[src/rtl/tt_um_rr_priority_arbiter.sv]
// Round-robin arbiter sharing one downstream resource among 16 requesters.
// Requests arrive packed as {ui_in, uio_in}, bit 15 highest. Grants are held
// while the winner keeps requesting, bounded by MAX_HOLD cycles, and priority
// rotates past each winner on release.
module tt_um_rr_priority_arbiter #(
    parameter int unsigned MAX_HOLD = 64
) (
    input  logic       clk,
    input  logic       rst_n,
    input  logic       ena,
    input  logic [7:0] ui_in,
    input  logic [7:0] uio_in,
    output logic [7:0] uo_out,
    output logic [7:0] uio_out,
    output logic [7:0] uio_oe
);

    localparam int unsigned REQ_W = 16;
    localparam int unsigned IDX_W = 4;
    localparam int unsigned CNT_W = 8;
    localparam logic [CNT_W-1:0] HOLD_LAST = CNT_W'(MAX_HOLD - 1);

    typedef enum logic [1:0] {
        IDLE    = 2'd0,
        GRANT   = 2'd1,
        RELEASE = 2'd2
    } state_t;

    state_t             state_q, state_d;
    logic [REQ_W-1:0]   req_q;
    logic [IDX_W-1:0]   ptr_q, ptr_d;
    logic [CNT_W-1:0]   cnt_q, cnt_d;
    logic [IDX_W-1:0]   gnt_idx_q, gnt_idx_d;
    logic               gnt_valid_q, gnt_valid_d;
    logic               timeout_q, timeout_d;
    logic               any_req_q;
    logic [IDX_W:0]     pick;

    // ena carries no information for this block
    logic unused_ena;
    assign unused_ena = ena;

    // Search start, start-1, ... (mod 16); returns {found, index} of the first set bit
    function automatic logic [IDX_W:0] rr_pick(input logic [REQ_W-1:0] req,
                                               input logic [IDX_W-1:0] start);
        logic [IDX_W:0]   res;
        logic [IDX_W-1:0] idx;
        res = '0;
        for (int i = REQ_W - 1; i >= 0; i--) begin
            idx = start - IDX_W'(i);
            if (req[idx]) begin
                res = {1'b1, idx};
            end
        end
        return res;
    endfunction

    // Next-state and next-output logic
    always_comb begin
        state_d     = state_q;
        ptr_d       = ptr_q;
        cnt_d       = cnt_q;
        gnt_idx_d   = gnt_idx_q;
        timeout_d   = 1'b0;
        pick        = rr_pick(req_q, ptr_q);

        unique case (state_q)
            IDLE: begin
                if (pick[IDX_W]) begin
                    state_d   = GRANT;
                    gnt_idx_d = pick[IDX_W-1:0];
                    cnt_d     = '0;
                end
            end
            GRANT: begin
                // a dropped request wins over an expiring hold: no timeout flag then
                if (!req_q[gnt_idx_q]) begin
                    state_d = RELEASE;
                end else if (cnt_q == HOLD_LAST) begin
                    state_d   = RELEASE;
                    timeout_d = 1'b1;
                end else begin
                    cnt_d = cnt_q + CNT_W'(1);
                end
            end
            RELEASE: begin
                state_d = IDLE;
                ptr_d   = gnt_idx_q - IDX_W'(1);
            end
            default: begin
                state_d = IDLE;
            end
        endcase

        gnt_valid_d = (state_d == GRANT);
    end

    // State, input sample and output registers
    always_ff @(posedge clk or negedge rst_n) begin
        if (!rst_n) begin
            state_q     <= IDLE;
            req_q       <= '0;
            ptr_q       <= IDX_W'(REQ_W - 1);
            cnt_q       <= '0;
            gnt_idx_q   <= '0;
            gnt_valid_q <= 1'b0;
            timeout_q   <= 1'b0;
            any_req_q   <= 1'b0;
        end else begin
            state_q     <= state_d;
            req_q       <= {ui_in, uio_in};
            ptr_q       <= ptr_d;
            cnt_q       <= cnt_d;
            gnt_idx_q   <= gnt_idx_d;
            gnt_valid_q <= gnt_valid_d;
            timeout_q   <= timeout_d;
            any_req_q   <= |req_q;
        end
    end

    assign uo_out  = {1'b0, any_req_q, timeout_q, gnt_valid_q, gnt_idx_q};
    assign uio_out = 8'h00;
    assign uio_oe  = 8'h00;

endmodule

[config.mk]
export PLATFORM = sky130hd
export DESIGN_NAME = tt_um_rr_priority_arbiter
export DESIGN_NICKNAME = d
export VERILOG_FILES = /design/src/rtl/tt_um_rr_priority_arbiter.sv
export SDC_FILE = /design/constraint.sdc
export NUM_CORES = 1
export LEC_CHECK = 0
export ABC_AREA = 1
export BUFFER_PORTS_ARGS = -buffer_cell sky130_fd_sc_hd__buf_2
export CAP_MARGIN = 0
export CORE_UTILIZATION = 50
export CTS_CLUSTER_DIAMETER = 50
export DETAILED_ROUTE_END_ITERATION = 7
export PLACE_DENSITY_LB_ADDON = 0.05
export SYNTH_ARGS = -nofsm -noshare
export SYNTH_HDL_FRONTEND = slang
export SYNTH_SLANG_ARGS = --single-unit
[constraint.sdc]
create_clock -name clk -period 3 [get_ports clk]
set_input_delay 0.3 -clock clk [delete_from_list [all_inputs] [get_ports clk]]
set_output_delay 0.3 -clock clk [all_outputs]
set_load 0.02 [all_outputs]
==> summary.md, run 1 <==
| Metric | Value |
|---|---|
| Fillers | 629 |
| Gr usage total | 26.28% |
| # DRC | 2 |
| XOR/XNOR share of the synthesized area | 3.222% |
| Routed WL per cell | 13.35 um |
| DRT Pass-1 Iters | 6 |
| Syn-to-layout area delta | 11.93% |
| CTS tree | yes |
| CP required | 3.18 ns |
| DR vias | 3268 |
| Diode count | 0 |
| Top post-synthesis cells by area | dfrtp_1 (25%), nand2_1 (22%), nand3_1 (11%) |
| Routed Antenna Nets | 0 |
| Area share of the largest cell type after synthesis | 25.32% |
| Vias per inst | 5.262 |
| First-pass GRT wire length | 13520 um |
| Initial antenna violation count | 0 |
| Worst slew margin | 49.16% |
| Worst Setup Start Kind | flip-flop |
| Fin crit period | 2.743 ns |
| Setup CP Type | flip-flop to flip-flop |
| Synth warn | 0 |
| Most common cell after layout, fill and taps aside | nand2_1 |
| Dpl hpwl | 6378 um |
| Status | finished, violations left |
| Clock Tree Root | clkbuf_8 |
| Die Width | 82.77 um |
| Compound-Gate Fraction of Synth Area | 12.27% |
| Worst-Skew Late Latency | 0.29 ns |
| Count of final hold-check violations | 0 |
| FF+latch count, synth | 37 |
| Clk_skew | 0.007692 ns |
| Number of synthesized flops with an enable pin | 0 |
| Average size of a mapped cell | 6.383 um2 |
| Setup_tns | 0 ns |
| H-tree Lvls | 2 |
| Failing checks | design-rule violations |
| Final Cycle Share | 91.45% |
| Max Root-Sink Buffers | 2 |
| Port bufs | 24 |
| GRT Residual Overflow | 0 |
| Mux cell area share after synthesis | 0% |
| Number of I/O pins | 43 |
| WL final | 8291 um |
| Largest family of logic cells by synthesized area | simple AND/OR/NAND/NOR gates |
| Hold/Removal Path Class | input port to asynchronous set/reset pin |
| Chip height | 82.77 um |
| Commonest non-fill, non-tap cells in the layout | nand2_1 (182), nand3_1 (69), inv_1 (39) |
| RSZ-0062 raised after global routing | true |
| F_max | 0.3645 GHz |
| Synth Area in Simple Gates | 39.43% |
| CP endpoint kind | flip-flop |
| Max Cap Violations | 0 |
| Vias in the first global route | 2895 |
| Clock slew at reported path FFs | 0.08 ns |
| CTS sink count | 37 |
| Core area | 0.006314 mm2 |
| Ratio of cells with drive above 1 in the final layout | 15.44% |
| Setup-failing EPs final | 0 |
| Top fanout value on the critical path | 6 |
| Synth unique cells | 41 |
| Post-Synthesis Cells | 511 |
| Die area | 0.006851 mm2 |
| Post-Synth Adder-Cell Area | 3.836% |
| Largest net degree at the start of global routing | 38 |
| Post-synth ARST share | 100.0% |
| Sequential share of the synthesized area | 28.54% |
| Initial core utilization | 51.66% |
| Num CTS Buffers | 5 |
| Synth Cell Area | 0.003262 mm2 |
| Initial DRC Count | 240 |
| Nets | 572 |
| CP arrival | 2.93 ns |
| Main synth FF type | dfrtp_1 |
| Leading area contributor after synthesis | dfrtp_1 |
| Row count | 29 |
| Actual slew at the worst max-slew pin | 0.7626 ns |
| RD Place Congestion | 0.9609 |
| Final Max Tran Viols | 0 |
-- layout make-up --
cell class / instances / area [um2] / share of cell area (%)
sequential: 37 / 930.9 / 25.50
multi-input combinational: 411 / 2048 / 56.10
timing repair inverter: 1 / 7.507 / 0.2056
inverter: 46 / 176.4 / 4.832
clock buffer: 6 / 82.58 / 2.262
timing repair buffer: 41 / 271.5 / 7.437
clock inverter: 2 / 37.54 / 1.028
tap: 77 / 96.34 / 2.639
-- path summary, 6_finish.rpt --
path | slack, ns | depth (start not counted) | to | start
max reg2reg | 0.26 | 22 | gnt_idx_q[0] | ptr_q[1]
min | 0.08 | 1 | cnt_q[4] | rst_n
min reg2reg | 0.54 | 1 | cnt_q[5] | cnt_q[5]
min in group clk | 0.12 | 1 | req_q[10] | ui_in[2]
max | 0.26 | 22 | gnt_idx_q[0] | ptr_q[1]
max in group asynchronous | 2.43 | 1 | req_q[12] | rst_n
-- synth_stat cells (all sizes together), types with 3 or more instances --
| cell | number |
|---|---|
| a21oi | 41 |
| buf | 32 |
| xor2 | 8 |
| nand3 | 71 |
| o211ai | 3 |
| dfrtp | 33 |
| ha | 10 |
| nor3 | 3 |
| o21ai | 21 |
| dfstp | 4 |
| nor2 | 25 |
| nand2 | 194 |
| or4 | 4 |
| inv | 44 |
-- critical path: stages, from the launching register on --
cell	delay, ns
dfstp_2	0.53
inv_1	0.08
ha_4	0.32
buf_12	0.11
clkinvlp_4	0.13
nand3_1	0.15
nand3_1	0.08
nand2_1	0.10
nand2_1	0.11
nand2_4	0.14
a21oi_4	0.05
o21ai_0	0.15
nand4_1	0.09
nand2_1	0.07
nand2_1	0.06
nand3_1	0.07
nand3b_1	0.09
nand2_1	0.07
nand2_1	0.05
nand2_1	0.05
nand2_1	0.05
nand2_1	0.05
nand2_1	0.04
-- kinds of logic after synthesis --
kind of cell               after synthesis
buffers and inverters                   79
other                                    1
xor gates and xnor gates                 9
DFF                                     37
and+or+nand+nor                        302
adders and majority gates               10
AOI/OAI and AO/OA                       73
-- state kept, by name, indices dropped and copies added, names as in the netlist --
| register | flops |
|---|---|
| any_req_q | 1 |
| gnt_idx_q | 4 |
| timeout_q | 1 |
| state_q | 2 |
| cnt_q | 8 |
| gnt_valid_q | 1 |
| ptr_q | 4 |
| req_q | 16 |
-- per-stage QoR --
step                cell area (um2)  util, %  setup WS [ns]  hold WS, ns  instances
CTS                            3526    55.85        0.06681       0.1032        617
global placement               3406    53.94         0.1285       0.4080        609
finish                         3651    57.83         0.2566      0.07526        621
global route                   3651    57.83       -0.05768       0.1055        621
floorplan                      3322        -         0.1922     0.004409        527
detailed placement             3406    53.94        0.09339       0.4093        609
-- repair_timing --
action | in CTS | in global routing
endpoints found under the hold margin | 0 | 0
endpoints found under the setup margin | 0 | 4
setup buffers | 0 | 3
resized for setup | 0 | 21
hold buffers | 0 | 0
-- layer usage --
metal	global-route usage (%)	part of all wire [%]	wire length, um
met5	0	0	0
met4	6.724	1.4	115
met3	2.514	5.3	437
met2	45.98	48	4021
met1	34.58	45	3717
Power of run 1 is not shown: default switching activity piles up to over one toggle a cycle in this logic, so the estimate is an artifact.
==> run 2, diff against run 1 <==
Settings changed: CORE_UTILIZATION 50 to 31, CTS_CLUSTER_DIAMETER 50 to 30.
Clock period 3 ns to 3.45 ns, I/O delays scaled along.
==> run 2 against run 1 <==
Compared with the run above: the run now ends clean; register-to-register slack better by 0.099 ns; final area down 3.0%; global-route usage decreased by 7.5 points; non-clock buffer count shrank 8; hold slack improved by 0.065 ns; critical endpoint unchanged; highest routed layer unchanged; count of clock-buffer cells in the layout rose by 2.
==> summary.md, run 2 (synthesis results as in run 1) <==
| Metric | Value |
|---|---|
| Cell Count, Final, Fillers Out | 671 (+8.1%) |
| DRT Pass-1 Iters | 4 (-2) |
| Dpl hpwl | 7345 um (+15%) |
| Reg2Reg Setup Slack | 0.36 ns (+0.10 ns) |
| Syn-to-layout area delta | 8.592% |
| Top fanout value on the critical path | 23 (+17) |
| Critical Path Stages | 22 (unchanged) |
| Worst Setup Start Kind | flip-flop |
| Register bank with the most flops | req_q |
| Diode count | 0 (unchanged) |
| CP required | 3.62 ns (+0.44 ns) |
| Setup_tns | 0 ns (unchanged) |
| RSZ-0062 raised after global routing | false |
| CP bufs+invs | 5 (+2) |
| Gr usage total | 18.82% (-7.5 points) |
| Largest net degree at the start of global routing | 38 (unchanged) |
| Worst slew margin | 46.75% (-2.4 points) |
| H-tree Lvls | 2 (unchanged) |
| GRT Residual Overflow | 0 (unchanged) |
| # DRC | 0 (-2) |
| Setup-failing EPs final | 0 (unchanged) |
| Setup CP Type | flip-flop to flip-flop |
| Vias per inst | 4.854 (-7.8%) |
| CTS sink count | 37 (unchanged) |
| Initial DRC Count | 139 (-42%) |
| Nets | 563 (-1.6%) |
| Design area | 0.003542 mm2 (-3.0%) |
| Initial core utilization | 31.74% (-20 points) |
| Actual slew at the worst max-slew pin | 0.7987 ns (+0.03610 ns) |
| Core area | 0.01028 mm2 (+63%) |
| Clock Tree Root | clkbuf_8 |
| CP endpoint | gnt_idx_q[0] |
| Delay-heaviest family, CP | simple AND/OR/NAND/NOR gates |
| Max incr delay on CP | 0.61 ns (+0.08 ns) |
| Largest register FFs | 16 (unchanged) |
| Slowest cell on crit path | dfstp_2 |
| F_max | 0.3232 GHz (-11%) |
| Worst reg2reg path endpoint | gnt_idx_q[0] |
| CP Cell Sequence | inv_4, ha_1, buf_4, nand3_1, nand2_1, nand2_1, nand2_1, clkinv_1, nand2_1, nand2_1, inv_1, nand3_1, o31ai_1, inv_1, nand2_1, nand3b_1, nand2_1, nand2_1, nand2_1, nand2_1, nand2_1, nand2_1 |
| Number of I/O pins | 43 (unchanged) |
| Worst R2R Path Depth | 22 (unchanged) |
| Fillers | 1157 (+84%) |
| Max Cap Violations | 0 (unchanged) |
| Ratio of cells with drive above 1 in the final layout | 11.78% (-3.7 points) |
| Commonest non-fill, non-tap cells in the layout | nand2_1 (187), nand3_1 (71), inv_1 (39), a21oi_1 (39), dfrtp_1 (33) |
| WL final | 9596 um (+16%) |
| Vias in the first global route | 3185 (+10%) |
| CP endpoint kind | flip-flop |
| Chip height | 104.6 um (+26%) |
| Final Cycle Share | 89.68% (-1.8 points) |
| Fin crit period | 3.094 ns (+0.3507 ns) |
| Crit. Startpoint | ptr_q[0] |
| CP most frequent cell | nand2_1 |
| Final Util | 34.47% (-23 points) |
| Initial antenna violation count | 0 (unchanged) |
| Most common cell after layout, fill and taps aside | nand2_1 |
| Final Max Tran Viols | 0 (unchanged) |
| Clk_skew | 0.006731 ns (-0.0009615 ns) |
| Largest registers | req_q x16, cnt_q x8 |
| Clock slew at reported path FFs | 0.08 ns (about the same) |
| Count of final hold-check violations | 0 (unchanged) |
| Routed WL per cell | 14.30 um (+7.1%) |
| Die area | 0.01094 mm2 (+60%) |
| First-pass GRT wire length | 16300 um (+21%) |
| Max Root-Sink Buffers | 2 (unchanged) |
| Num CTS Buffers | 5 (unchanged) |
| Placement Cell Area | 0.003435 mm2 (+0.84%) |
| Hold/Removal Path Class | input port to asynchronous set/reset pin |
| Status | finished clean |
| R2r startpoint | ptr_q[0] |
| RD Place Congestion | 0.8124 (-15%) |
| Worst-Skew Late Latency | 0.28 ns (about the same) |
| Port bufs | 24 (unchanged) |
| Dpl cells | 662 (+8.7%) |
| DR vias | 3257 (-0.34%) |
| CTS tree | yes |
| CP arrival | 3.27 ns (+0.34 ns) |
| Die Width | 104.6 um (+26%) |
| Row count | 37 (+28%) |
| Routed Antenna Nets | 0 (unchanged) |
run 2: changes by cell type in the layout (fill, tap and decap cells not counted), moves of 2 or more:
cell	change
buf_4	-5
clkbuf_1	+2
clkinvlp_4	-2
ha_1	+2
ha_4	-2
nand2_1	+5
nand2_2	-4
nand3_1	+2
nand3_2	-2
run 2: area by class of cell:
type                    instances  area, um2  share of cell area (%)
clock buffers                   8      90.09                   2.543
inverters                      46      178.9                   5.051
multi-input cells             411       1984                   56.02
flip-flops and latches         37      930.9                   26.28
well taps                     136      170.2                   4.804
repair buffers                 33      187.7                   5.298
run 2: timing repair:
| item | in CTS | in global routing |
|---|---|---|
| resized for setup | 0 | 5 |
| setup buffers | 0 | 1 |
| hold buffers | 0 | 0 |
| endpoints found under the setup margin | 0 | 4 |
run 2: metal layers:
layer,global-route usage (%),share of wire [%]
met2,31.74,47
met5,0,0
met3,1.560,2.8
met1,25.45,48
met4,6.036,1.8
run 2: worst min path at each step:
| stage | startpoint | to | slack (ns) |
|---|---|---|---|
| 6_report | rst_n | cnt_q[2] | 0.14 |
| 3_3_place_gp | uio_in[5] | req_q[5] | 0.45 |
| 2_1_floorplan | rst_n | any_req_q | 0.05 |
| 4_1_cts | ui_in[3] | req_q[11] | 0.15 |
| 5_1_grt | uio_in[0] | req_q[0] | 0.14 |
| 3_5_place_dp | uio_in[2] | req_q[2] | 0.45 |
run 2: worst reg2reg max path, stage by stage, from the launching register on:
cell	delay [ns]
dfstp_2	0.61
inv_4	0.14
ha_1	0.37
buf_4	0.21
nand3_1	0.10
nand2_1	0.11
nand2_1	0.06
nand2_1	0.10
clkinv_1	0.08
nand2_1	0.10
nand2_1	0.16
inv_1	0.11
nand3_1	0.08
o31ai_1	0.20
inv_1	0.07
nand2_1	0.07
nand3b_1	0.08
nand2_1	0.07
nand2_1	0.05
nand2_1	0.05
nand2_1	0.05
nand2_1	0.07
nand2_1	0.05
run 2: through the flow:
stage / worst slack [ns] / hold WS, ns
2_1_floorplan: 0.6422 / 0.04941
3_3_place_gp: 0.2873 / 0.4528
3_5_place_dp: 0.2633 / 0.4547
4_1_cts: 0.2455 / 0.1487
5_1_grt: 0.03234 / 0.1381
6_report: 0.3559 / 0.1406
Power of run 2 is left out for the same reason.
==> run 3, diff against run 2 <==
Settings changed: CORE_ASPECT_RATIO set to 1.75.
Clock period 3.45 ns to 2.93 ns, I/O delays scaled along.
==> run 3 against run 2 <==
Compared with the run above: critical path depth decreased by 1; routed wire length rose by 7.4%; global-route usage grew 1.2 points; setup slack worse by 0.13 ns; clock skew decreased by 0.0035 ns; first-iteration DRC count increased by 16%; cell count is 3.1% higher; maximum frequency rose by 14%; utilization grew 5.3 points; die area rose by 0.15%; sequential share of layout area is 3.4 points lower; hold slack got worse by 0.042 ns.
==> summary.md, run 3 (synthesis results as in run 1) <==
| Metric | Value |
|---|---|
| Die Width | 79.54 um (-24%) |
| Routed Antenna Nets | 0 (unchanged) |
| Row count | 49 (+32%) |
| Setup Slack @ Placement | 0.01515 ns (-0.2482 ns) |
| Status | finished clean |
| Vias per inst | 4.903 (+1.0%) |
| Final worst setup slack | 0.2227 ns (-0.1332 ns) |
| Max Root-Sink Buffers | 2 (unchanged) |
| CTS tree | yes |
| F_max | 0.3694 GHz (+14%) |
| Clock Tree Root | clkbuf_16 |
| Commonest non-fill, non-tap cells in the layout | nand2_1 (173), nand3_1 (67), inv_1 (37), a21oi_1 (37), dfrtp_1 (33) |
| Fin crit period | 2.707 ns (-0.3868 ns) |
| # DRC | 0 (unchanged) |
| Initial core utilization | 31.86% (+0.12 points) |
| DR vias | 3393 (+4.2%) |
| Fillers | 1114 (-3.7%) |
| CP endpoint kind | flip-flop |
| Initial DRC Count | 161 (+16%) |
| Worst-Skew Late Latency | 0.28 ns (about the same) |
| Num CTS Buffers | 5 (unchanged) |
| Actual slew at the worst max-slew pin | 0.7965 ns (-0.002217 ns) |
| Clk_skew | 0.003264 ns (-0.003467 ns) |
| RD Place Congestion | 0.8287 (+2.0%) |
| Nets | 593 (+5.3%) |
| First-pass GRT wire length | 16260 um (-0.25%) |
| Worst Setup Start Kind | flip-flop |
| RSZ-0062 raised after global routing | true |
| Port bufs | 24 (unchanged) |
| Count of final hold-check violations | 0 (unchanged) |
| CTS sink count | 37 (unchanged) |
| Vias in the first global route | 3225 (+1.3%) |
| Max Cap Violations | 0 (unchanged) |
| DRT Pass-1 Iters | 4 (unchanged) |
| Ratio of cells with drive above 1 in the final layout | 22.83% (+11 points) |
| R2r startpoint | ptr_q[1] |
| Chip height | 137.7 um (+32%) |
| Hold/Removal Path Class | input port to asynchronous set/reset pin |
| Most common cell after layout, fill and taps aside | nand2_1 |
| CP required | 3.10 ns (-0.52 ns) |
| Worst reg2reg path endpoint | gnt_idx_q[0] |
| Worst slew margin | 46.90% (+0.15 points) |
| Final Cycle Share | 92.40% (+2.7 points) |
| GRT Residual Overflow | 0 (unchanged) |
| Register bank with the most flops | req_q |
| Final Max Tran Viols | 0 (unchanged) |
| Reg2Reg Setup Slack | 0.22 ns (-0.13 ns) |
| Core area | 0.01024 mm2 (-0.38%) |
| Die area | 0.01095 mm2 (+0.15%) |
| Dpl hpwl | 8207 um (+12%) |
| Setup-failing EPs final | 0 (unchanged) |
| Initial antenna violation count | 0 (unchanged) |
| Worst R2R Path Depth | 21 (-4.5%) |
| Setup CP Type | flip-flop to flip-flop |
| Top fanout value on the critical path | 9 (-61%) |
| CP arrival | 2.88 ns (-0.39 ns) |
| Clock slew at reported path FFs | 0.05 ns (-0.03 ns) |
| Largest net degree at the start of global routing | 38 (unchanged) |
| Routed WL per cell | 14.89 um (+4.1%) |
| Number of I/O pins | 43 (unchanged) |
| WL final | 10300 um (+7.4%) |
| Syn-to-layout area delta | 24.86% |
| Largest registers | req_q x16, cnt_q x8 |
| Diode count | 0 (unchanged) |
| H-tree Lvls | 2 (unchanged) |
| Largest register FFs | 16 (unchanged) |
| Gr usage total | 20.04% (+1.2 points) |
-- run 3: worst max path at each step --
stage	from	slack [ns]	to
floorplan	ptr_q[1]	0.12	gnt_idx_q[0]
global placement	ptr_q[1]	0.02	gnt_idx_q[1]
detailed placement	ptr_q[1]	0.02	gnt_idx_q[1]
CTS	ptr_q[1]	0.008	gnt_idx_q[1]
global route	ptr_q[0]	-0.03	gnt_idx_q[3]
finish	ptr_q[1]	0.22	gnt_idx_q[0]
-- run 3: metal layers --
| metal | GRT usage (%) | up-vias | wire (um) |
|---|---|---|---|
| met4 | 10.71 | 0 | 407 |
| li1 | - | 1732 | - |
| met2 | 39.89 | 91 | 5953 |
| met3 | 1.589 | 22 | 281 |
| met5 | 0 | - | 0 |
| met1 | 19.76 | 1548 | 3660 |
-- run 3: metrics by stage --
stage	utilization (%)	instance area, um2	hold slack (ns)	TNS, ns	std cells
floorplan	-	3322	-0.002591	0	527
global placement	35.32	3616	0.4003	0	677
detailed placement	35.32	3616	0.4023	0	677
CTS	36.86	3774	0.1099	0	685
global route	39.78	4073	0.1099	-0.07222	692
finish	39.78	4073	0.09830	0	692
-- run 3: what timing repair did --
action                     CTS  global route
hold buffers                 0             0
setup buffers                0             6
gates resized for setup      0            56
setup endpoints to repair    0             4
hold endpoints to repair     0             0
-- run 3: worst max-delay path, cell delays in order (launching register included) --
cell and delay, ns:
dfstp_2 0.56, inv_4 0.06, ha_4 0.28, buf_4 0.13, buf_12 0.13, nand3_1 0.09
nand3_1 0.11, nand2_2 0.09, nand2_1 0.10, nand2_2 0.07, nor2_2 0.12, nand3_1 0.07
o31ai_1 0.24, inv_1 0.07, nand2_1 0.07, nand3b_1 0.09, nand2_1 0.07, nand2_1 0.05
nand2_1 0.05, nand2_1 0.05, nand2_1 0.05, nand2_1 0.04
-- run 3: layout make-up --
cell class / instances / area, um2 / share of cell area, %
clock buffers: 7 / 152.6 / 3.748
clock inverters: 1 / 5.005 / 0.1229
well taps: 127 / 158.9 / 3.902
flip-flops and latches: 37 / 930.9 / 22.86
inverters: 46 / 180.2 / 4.424
multi-input cells: 411 / 2146 / 52.69
repair buffers: 63 / 499.2 / 12.26
Power of run 3 is left out for the same reason.
